**src/rtl/seg_arb_pkg.sv**
```systemverilog
// Shared constants and state encoding for the seven-segment display arbiter.
package seg_arb_pkg;

    localparam int BCD_W = 16;
    localparam logic [BCD_W-1:0] BLANK_CODE = 16'hFFFF;

    typedef enum logic {
        IDLE = 1'b0,
        SHOW = 1'b1
    } state_t;

endpackage

```
**src/rtl/seg_display_arbiter_rr_pick.sv**
```systemverilog
// Combinational round-robin picker: the first requester at or after i_start,
// scanning upward with wrap-around.
module rr_pick #(
    parameter int NUM_SRC = 4,
    parameter int IDX_W   = $clog2(NUM_SRC)
) (
    input  logic [NUM_SRC-1:0] i_req,
    input  logic [IDX_W-1:0]   i_start,
    output logic               o_found,
    output logic [IDX_W-1:0]   o_idx
);

    // Descending scan so the closest candidate to i_start is written last.
    always_comb begin
        o_found = 1'b0;
        o_idx   = '0;
        for (int k = NUM_SRC - 1; k >= 0; k--) begin
            o_found = o_found | i_req[(int'(i_start) + k) % NUM_SRC];
            o_idx   = i_req[(int'(i_start) + k) % NUM_SRC]
                    ? IDX_W'((int'(i_start) + k) % NUM_SRC) : o_idx;
        end
    end

endmodule

```
**src/rtl/seg_display_arbiter.sv**
```systemverilog
// Round-robin sharing of one 4-digit BCD display among NUM_SRC requesters.
// Optional macro SEG_ARB_PREEMPT_EN makes source 0 a preempting alert source.
module seg_display_arbiter
    import seg_arb_pkg::*;
#(
    parameter int NUM_SRC      = 4,
    parameter int DWELL_CYCLES = 1024,
    localparam int IDX_W       = $clog2(NUM_SRC)
) (
    input  logic                       clk,
    input  logic                       rst,
    input  logic [NUM_SRC-1:0]         req,
    input  logic [BCD_W*NUM_SRC-1:0]   src_bcd,
    output logic [NUM_SRC-1:0]         grant,
    output logic [IDX_W-1:0]           grant_idx,
    output logic                       active,
    output logic [BCD_W-1:0]           bcd_out
);

    localparam int              CNT_W   = (DWELL_CYCLES > 1) ? $clog2(DWELL_CYCLES) : 1;
    localparam logic [CNT_W-1:0] CNT_MAX = CNT_W'(DWELL_CYCLES - 1);

    state_t               r_state;
    logic [IDX_W-1:0]     r_idx;
    logic [IDX_W-1:0]     r_ptr;
    logic [CNT_W-1:0]     r_cnt;
    logic                 r_active;
    logic [NUM_SRC-1:0]   r_grant;
    logic [BCD_W-1:0]     r_bcd;

    state_t               w_nx_state;
    logic [IDX_W-1:0]     w_nx_idx;
    logic [IDX_W-1:0]     w_nx_ptr;
    logic [CNT_W-1:0]     w_nx_cnt;
    logic                 w_nx_active;
    logic [NUM_SRC-1:0]   w_nx_grant;
    logic [BCD_W-1:0]     w_nx_bcd;

    logic [IDX_W-1:0]     w_after;
    logic                 w_cur_req;
    logic                 w_others;
    logic                 w_ptr_found;
    logic [IDX_W-1:0]     w_ptr_idx;
    logic                 w_nxt_found;
    logic [IDX_W-1:0]     w_nxt_idx;
    logic                 w_rel_found;
    logic [IDX_W-1:0]     w_rel_idx;

    assign w_after   = (r_idx == IDX_W'(NUM_SRC - 1)) ? '0 : r_idx + IDX_W'(1);
    assign w_cur_req = req[r_idx];
    assign w_others  = |(req & ~(NUM_SRC'(1) << r_idx));

    rr_pick #(.NUM_SRC(NUM_SRC), .IDX_W(IDX_W)) u_pick_ptr (
        .i_req   (req),
        .i_start (r_ptr),
        .o_found (w_ptr_found),
        .o_idx   (w_ptr_idx)
    );

    rr_pick #(.NUM_SRC(NUM_SRC), .IDX_W(IDX_W)) u_pick_next (
        .i_req   (req),
        .i_start (w_after),
        .o_found (w_nxt_found),
        .o_idx   (w_nxt_idx)
    );

    // Successor on release; an alert release resumes from the untouched pointer.
    always_comb begin
`ifdef SEG_ARB_PREEMPT_EN
        if (r_idx == '0) begin
            w_rel_found = w_ptr_found;
            w_rel_idx   = w_ptr_idx;
        end else begin
            w_rel_found = w_nxt_found;
            w_rel_idx   = w_nxt_idx;
        end
`else
        w_rel_found = w_nxt_found;
        w_rel_idx   = w_nxt_idx;
`endif
    end

    // Next-state, grant and dwell logic; release takes priority over expiry.
    always_comb begin
        w_nx_state  = r_state;
        w_nx_idx    = r_idx;
        w_nx_ptr    = r_ptr;
        w_nx_cnt    = r_cnt;
        w_nx_active = r_active;
        case (r_state)
            IDLE: begin
                w_nx_cnt = '0;
                if (w_ptr_found) begin
                    w_nx_state  = SHOW;
                    w_nx_idx    = w_ptr_idx;
                    w_nx_active = 1'b1;
                end else begin
                    w_nx_idx    = '0;
                    w_nx_active = 1'b0;
                end
            end
            SHOW: begin
                w_nx_active = 1'b1;
                if (!w_cur_req) begin
                    w_nx_cnt = '0;
                    if (w_rel_found) begin
                        w_nx_idx = w_rel_idx;
                    end else begin
                        w_nx_state  = IDLE;
                        w_nx_idx    = '0;
                        w_nx_active = 1'b0;
                    end
                end
`ifdef SEG_ARB_PREEMPT_EN
                else if (req[0] && (r_idx != '0)) begin
                    w_nx_idx = '0;
                    w_nx_cnt = '0;
                end else if (r_idx == '0) begin
                    w_nx_cnt = (r_cnt == CNT_MAX) ? r_cnt : r_cnt + CNT_W'(1);
                end
`endif
                else if (r_cnt == CNT_MAX) begin
                    if (w_others) begin
                        w_nx_idx = w_nxt_idx;
                        w_nx_cnt = '0;
                        w_nx_ptr = w_after;
                    end else begin
                        w_nx_cnt = r_cnt;
                    end
                end else begin
                    w_nx_cnt = r_cnt + CNT_W'(1);
                end
            end
            default: begin
                w_nx_state  = IDLE;
                w_nx_idx    = '0;
                w_nx_ptr    = '0;
                w_nx_cnt    = '0;
                w_nx_active = 1'b0;
            end
        endcase
    end

    // Output words for the coming cycle, taken from the live source slice.
    always_comb begin
        if (w_nx_active) begin
            w_nx_grant = NUM_SRC'(1) << w_nx_idx;
            w_nx_bcd   = src_bcd[int'(w_nx_idx) * BCD_W +: BCD_W];
        end else begin
            w_nx_grant = '0;
            w_nx_bcd   = BLANK_CODE;
        end
    end

    // State and registered outputs with synchronous reset.
    always_ff @(posedge clk) begin
        if (rst) begin
            r_state  <= IDLE;
            r_idx    <= '0;
            r_ptr    <= '0;
            r_cnt    <= '0;
            r_active <= 1'b0;
            r_grant  <= '0;
            r_bcd    <= BLANK_CODE;
        end else begin
            r_state  <= w_nx_state;
            r_idx    <= w_nx_idx;
            r_ptr    <= w_nx_ptr;
            r_cnt    <= w_nx_cnt;
            r_active <= w_nx_active;
            r_grant  <= w_nx_grant;
            r_bcd    <= w_nx_bcd;
        end
    end

    assign grant     = r_grant;
    assign grant_idx = r_idx;
    assign active    = r_active;
    assign bcd_out   = r_bcd;

endmodule
```
**config.mk**
```make
export PLATFORM = sky130hd
export DESIGN_NAME = seg_display_arbiter
export DESIGN_NICKNAME = d
export VERILOG_FILES = /design/src/rtl/seg_arb_pkg.sv /design/src/rtl/seg_display_arbiter_rr_pick.sv /design/src/rtl/seg_display_arbiter.sv
export SDC_FILE = /design/constraint.sdc
export NUM_CORES = 1
export LEC_CHECK = 0
export BUFFER_PORTS_ARGS = -buffer_cell sky130_fd_sc_hd__buf_2
export CORE_MARGIN = 5
export CORE_UTILIZATION = 40
export DETAILED_ROUTE_END_ITERATION = 7
export GPL_ROUTABILITY_DRIVEN = 0
export HOLD_SLACK_MARGIN = 0.08
export PLACE_DENSITY = 0.78
export SLEW_MARGIN = 15
export SYNTH_ARGS = -nofsm -noshare
export SYNTH_HDL_FRONTEND = slang
export SYNTH_SLANG_ARGS = --single-unit
```
**constraint.sdc**
```tcl
create_clock -name clk -period 4.5 [get_ports clk]
set_clock_uncertainty 0.15 [all_clocks]
set_input_delay 0.45 -clock clk [delete_from_list [all_inputs] [get_ports clk]]
set_output_delay 0.45 -clock clk [all_outputs]
set_load 0.01 [all_outputs]
```
==> results of run 1 <==
[layout make-up]
cell class | instances | area, um^2
flip-flops and latches | 35 | 701
multi-input cells | 195 | 1300
clock inverters | 1 | 30.0
well taps | 70 | 87.6
fillers | 498 | 2410
repair buffers | 94 | 475
clock buffers | 6 | 72.6
inverters | 8 | 30.0
[path summary, 6_finish.rpt]
path | to | cells after the start
worst max-delay path | bcd_out[15]$_SDFF_PP1_ | 8
worst min-delay path | r_cnt[0]$_SDFFE_PP0P_ | 2
worst max register to register | bcd_out[15]$_SDFF_PP1_ | 8
worst min register to register | r_cnt[0]$_SDFFE_PP0P_ | 2
[kinds of logic (layout without fill, tap and decap cells)]
family | Yosys count | in the layout | share of synthesized area [%]
adder cells (fa/ha/maj) | 5 | 5 | 2.98
flip-flops | 35 | 35 | 33.4
AND/OR/NAND/NOR | 117 | 117 | 30.2
buffers and inverters | 27 | 109 | 5.36
multiplexers | 5 | 5 | 3.04
AO/OA/AOI/OAI | 68 | 68 | 25.1
[through the flow]
stage / std cells / area, um^2 / util (%) / worst slack (ns) / total power [mW]
4_1_cts: 409 / 2690 / 52.7 / 1.24 / 0.865
3_3_place_gp: 402 / 2590 / 50.7 / 1.35 / 0.594
5_1_grt: 409 / 2690 / 52.7 / 0.941 / 0.911
2_1_floorplan: 257 / 2100 / - / 1.82 / 0.507
6_report: 409 / 2690 / 52.7 / 1.22 / 0.859
3_5_place_dp: 402 / 2590 / 50.7 / 1.24 / 0.596
[registers in the layout (all words and copies together) (netlist names)]
signal     count
grant_idx      2
grant          4
r_cnt         10
r_ptr          2
bcd_out       16
active         1
[worst max-delay path: stages (launching register included)]
cell	delay [ns]
dfxtp_1	0.49
inv_1	0.12
ha_1	0.40
a21oi_1	0.09
o31a_1	0.23
o221a_2	0.29
a211o_1	0.66
a2111oi_0	0.58
nor3_1	0.12
[placed cells by master, fill, tap and decap left out, types with 4 or more instances in the layout]
cell type / count
ha_1: 5
a32o_1: 14
dfxtp_1: 35
nand2b_1: 5
nand2_1: 4
buf_2: 92
or3_1: 43
a211oi_1: 4
nor2_1: 34
clkbuf_8: 5
nor3_1: 11
a2111oi_0: 4
a21oi_1: 22
inv_1: 8
o21ai_0: 4
nor4_1: 4
[per-layer routing]
layer | track usage [%] | share of wire, %
met1 | 21.2 | 40
met2 | 28.0 | 49
met5 | 0 | 0
met4 | 6.64 | 1.4
met3 | 6.62 | 9.3
[where the power goes]
group          internal (mW)  leakage [nW]  total, mW  switching (mW)
Combinational          0.105         0.770      0.232           0.127
Sequential             0.343         0.289      0.356          0.0135
Clock                  0.162        0.0513      0.270           0.108
Total                  0.610          1.11      0.859           0.249
==> metrics.txt, run 1 <==
hold_sp=rst; CTS tree=yes; synth warn=0; Post-DP HPWL=~4.4 mm; DRC viols=0; antenna violations before repair=0; count leader, synth=or3_1; CP Launch Type=flop; CTS Buf Count=5; worst r2r src=grant_idx[0]$_SDFF_PP0_; Synth Flop Type=dfxtp_1; Post-CTS Hold Buffers=0; number of synthesized flops with an enable pin=0; row cnt=26; Max Cap Viol=0; clk_lat worst skew=~0.28 ns; vias per cell=5.58; syn_nets=332; Iteration-0 DRC Markers=roughly 110; Root Driver=clkbuf_8; VDD IR max=just over 0.0002 V; area leader, netlist=dfxtp_1; Power Density=319 nW/um^2; largest cells by area after synthesis=dfxtp_1, or3_1, a32o_1, nor2_1, a21oi_1; unrepaired setup endpoints after global routing=no; post-DR wirelength/cell=about 14 um; Max Clock Freq=approximately 310 MHz; post-route ant nets=0; buffers added on ports=around 90; status=completed; total wire length=a little under 6 mm; CP required=roughly 4.5 ns; Crit path arrival time=roughly 3.3 ns; Die ar.=approximately 7000 um^2; gr usage total=between 10% and 20%; final-report setup violation count=0; CTS Buffer Depth=2; Worst Setup SP=grant_idx[0]$_SDFF_PP0_; setup TNS=0 ns; worst slew pin tran=slightly below 1 ns; Congestion Overflow GR=0; count of cell types in the netlist=48; Final Hold Viols=0; critical path class=reg2reg; drt pass-1 iters=4; Die Wd=82.5 um; Slew HR=35.5%; Post-synth ARST share=0%; area share of the largest cell type after synthesis=between 30% and 40%; I/O Pins=93; Final Slew Violations=0; core area=between 5000 and 6000 um^2; Nets=just over 400; clock sinks=35; largest net degree at the start of global routing=68; first-pass GRT wire length=9.23 mm; worst hold path type=in2reg; leakage power=around 1.1 nW; Synth Instances=257; synthesized area=roughly 2100 um^2; CP Max Fanout=34; R2R Setup Slk=~1.2 ns; vias in the first global route=between 2000 and 2500; sequential share of the synthesized area=around 33%; Syn-to-layout area delta=28.3%; Tcrit/Tclk final=about 73%; layout cells sized above 1=between 30% and 40%; min Tclk post-route=between 3 and 4 ns; CTS-repair resized insts=0; initial core utilization=around two fifths; Setup crit end kind=flop; # diodes=0; vias=around 2300; Syn Area/Cell=approximately 8 um^2; Yosys reg bits=35; Die H=82.5 um; synth cell count leaders=or3_1, dfxtp_1, nor2_1, a21oi_1; WHS=about 0.3 ns; Clock transition at path regs=0.07 ns; H-Tree Depth=2; buffers inserted by post-CTS timing repair=0
No activity file was read; power rests on OpenSTA's default activity.
==> run 2, diff against run 1 <==
- ABC_AREA: default -> 1
- PLACE_DENSITY: 0.78 -> 0.79
- clock period: 4.5 -> 2.7 ns (I/O delays scaled with it)
==> run 2 against run 1 <==
- via count rose by 17%
- fmax rose by 34%
- critical endpoint is now bcd_out[5]$_SDFF_PP1_
- largest power group unchanged
- worst hold slack got worse by 0.22 ns
- total power rose by 97%
- area after synthesis rose by 16%
- sequential share of layout area fell by 3.3 points
- utilization fell by 0.42 points
- combinational power rose to 2.5 times the previous value
==> metrics.txt, run 2 <==
Clock transition at path regs=0.09 ns (+0.02 ns); Synth Flop Type=dfxtp_1; largest cells by area after synthesis=dfxtp_1, nand2_1, nand3_1, nand3b_1, inv_1; net switching power=0.604 mW (+140%); Congestion Overflow GR=0 (unchanged); Power Density=545 nW/um^2 (+71%); Nets=553 (+34%); Max Clock Freq=409 MHz (+34%); sequential share of the synthesized area=28.7% (-4.7 points); Tcrit/Tclk final=90.5% (+18 points); post-route ant nets=0 (unchanged); dpl ws=-0.0102 ns (-1.25 ns); synth cell count leaders=nand2_1, inv_1, nand3_1, dfxtp_1, nand3b_1; clk_lat worst skew=0.30 ns (+0.02 ns); Compound-Gate Fraction of Synth Area=7.18% (-18 points); number of synthesized flops with an enable pin=0 (unchanged); H-Tree Depth=2 (unchanged); first-pass GRT wire length=11.0 mm (+20%); initial core utilization=41.2% (+0.12 points); Crit path arrival time=2.50 ns (-0.78 ns); gr usage total=17.6% (+0.089 points); switch share=35.8% (+6.8 points); Syn-to-layout area delta=26.9%; setup TNS=0 ns (unchanged); synthesized area=2440 um^2 (+16%); mux share of post-synthesis cell area=0% (-3.0 points); largest net degree at the start of global routing=22 (-68%); area leader, netlist=dfxtp_1; worst hold path type=in2reg; synth warn=0 (unchanged); leakage power=1.66 nW (+50%); CTS tree=yes; core area=5920 um^2 (+16%); internal cell power=1.08 mW (+78%); vias=2661 (+17%); max reg flops=16 (unchanged); drt pass-1 iters=4 (unchanged); I/O Pins=93 (unchanged); CTS Buffer Depth=2 (unchanged); Synth Area in Adders=2.56% (-0.42 points); Die ar.=7770 um^2 (+14%); VDD IR max=0.000307 V (+53%); total wire length=6.70 mm (+14%); Max Cap Viol=0 (unchanged); count of cell types in the netlist=30 (-38%); Iteration-0 DRC Markers=83 (-23%); most frequent cells in the layout=nand2_1, buf_2, inv_1; # diodes=0 (unchanged); min Tclk post-route=2.44 ns (-0.833 ns); post-DR wirelength/cell=12.1 um (-16%); buffers inserted by post-CTS timing repair=0 (unchanged); Die Wd=88.1 um (+6.9%); status=completed; final-report setup violation count=0 (unchanged); CP required=2.76 ns (-1.74 ns); Yosys reg bits=35 (unchanged); CP Launch Type=flop; layout cells sized above 1=29.6% (-2.8 points); post-synthesis xor/xnor area fraction=0.718% (+0.72 points); Syn Area/Cell=6.37 um^2 (-22%); share of power burned in registers=35.9% (-5.6 points); count leader, synth=nand2_1; commonest non-fill, non-tap cell in the layout=nand2_1; Slew HR=74.3% (+39 points); antenna violations before repair=0 (unchanged); Post-synth ARST share=0% (unchanged); largest family of logic cells by synthesized area=simple AND/OR/NAND/NOR gates; worst slew pin tran=0.381 ns (-0.587 ns); Final Slew Violations=0 (unchanged); critical path class=reg2reg; area share of the largest cell type after synthesis=28.7% (-4.7 points); Post-CTS Hold Buffers=0 (unchanged); Root Driver=clkbuf_8; CTS Buf Count=5 (unchanged); vias per cell=4.80 (-14%); vias in the first global route=2555 (+22%); DRC viols=0 (unchanged); Post-DP HPWL=5.28 mm (+19%); buffers added on ports=92 (unchanged); setup ws final=0.255 ns (-0.967 ns); syn_nets=458 (+38%); row cnt=28 (+7.7%); CP Max Fanout=20 (-41%); Die H=88.1 um (+6.9%); clock sinks=35 (unchanged); Synth Instances=383 (+49%); Clock Power Share=29.1% (-2.4 points); combinational share of power=35.0% (+8.0 points); Final Hold Viols=0 (unchanged); simple-gate share of the synthesized area=49.7% (+20 points); Setup crit end kind=flop
run 2: cell count changes after synthesis, moves of 14 or more:
cell      before  now
a32o_1        14    0
clkbuf_1      14    0
nand2_1        4  138
inv_1          8   41
nand3_1        3   39
nand3b_1       0   24
or3_1         43    0
run 2: final timing paths:
kind / start / end / slack [ns] / cells past startpoint
worst max-delay path: grant_idx[0]$_SDFF_PP0_ / bcd_out[5]$_SDFF_PP1_ / 0.26 / 17
worst min-delay path: rst / grant_idx[0]$_SDFF_PP0_ / 0.09 / 2
worst max register to register: grant_idx[0]$_SDFF_PP0_ / bcd_out[5]$_SDFF_PP1_ / 0.26 / 17
worst min register to register: r_cnt[0]$_SDFFE_PP0P_ / r_cnt[0]$_SDFFE_PP0P_ / 0.34 / 1
run 2: cell type report:
cell class / instances / area [um^2]
Clock buffer: 5 / 68.8
Clock inverter: 3 / 47.5
Fill cell: 584 / 2820
Inverter: 46 / 175
Multi-Input combinational cell: 292 / 1500
Sequential cell: 35 / 703
Tap cell: 75 / 93.8
Timing Repair Buffer: 98 / 509
run 2: critical path, cell delays in order (launching register included):
cell and delay, ns:
dfxtp_2 0.41, inv_2 0.09, ha_2 0.38, inv_2 0.07
nand2_1 0.07, nand2_1 0.06, nand2_1 0.07, nand2_1 0.05
nand2_1 0.07, nand2_1 0.05, nand2_1 0.07, nand3_2 0.14
nand2_8 0.15, nand2_8 0.13, nor2_4 0.21, nand2_1 0.07
nand2_1 0.06, nor2_1 0.04
run 2: repair_timing:
item	CTS	global route
endpoints found under the hold margin	0	0
gates resized for setup	0	8
pin swaps	1	1
setup endpoints to repair	9	19
gates cloned	0	1
run 2: power groups by stage:
stage,sequential (mW),clock (mW),combinational (mW)
final,0.606,0.491,0.590
after detailed placement,0.615,0,0.566
after global routing,0.612,0.527,0.668
after CTS,0.606,0.502,0.568
after global placement,0.617,0,0.555
after floorplan,0.641,0,0.372
run 2: through the flow:
stage	power, mW	hold WS, ns	instances	utilization, %	instance area, um^2
after floorplan	1.01	0.189	383	-	2440
after global placement	1.17	0.322	545	49.7	2940
after detailed placement	1.18	0.326	545	49.7	2940
after CTS	1.68	0.0924	553	51.7	3060
after global routing	1.81	0.0823	554	52.3	3100
final	1.69	0.0860	554	52.3	3100
run 2: cells by family (layout without fill, tap and decap cells):
logic type	Yosys count	after routing
adder cells (fa/ha/maj)	5	5
AO/OA/AOI/OAI	30	30
AND/OR/NAND/NOR	254	255
buffers and inverters	57	152
flip-flops	35	35
XOR/XNOR	2	2
run 2: per-layer routing:
| metal | vias up | track usage, % | wire [um] |
|---|---|---|---|
| li1 | 1402 | - | - |
| met2 | 96 | 28.2 | 3090 |
| met1 | 1152 | 23.6 | 3060 |
| met3 | 11 | 5.27 | 462 |
| met5 | - | 0 | 0 |
| met4 | 0 | 3.71 | 82 |
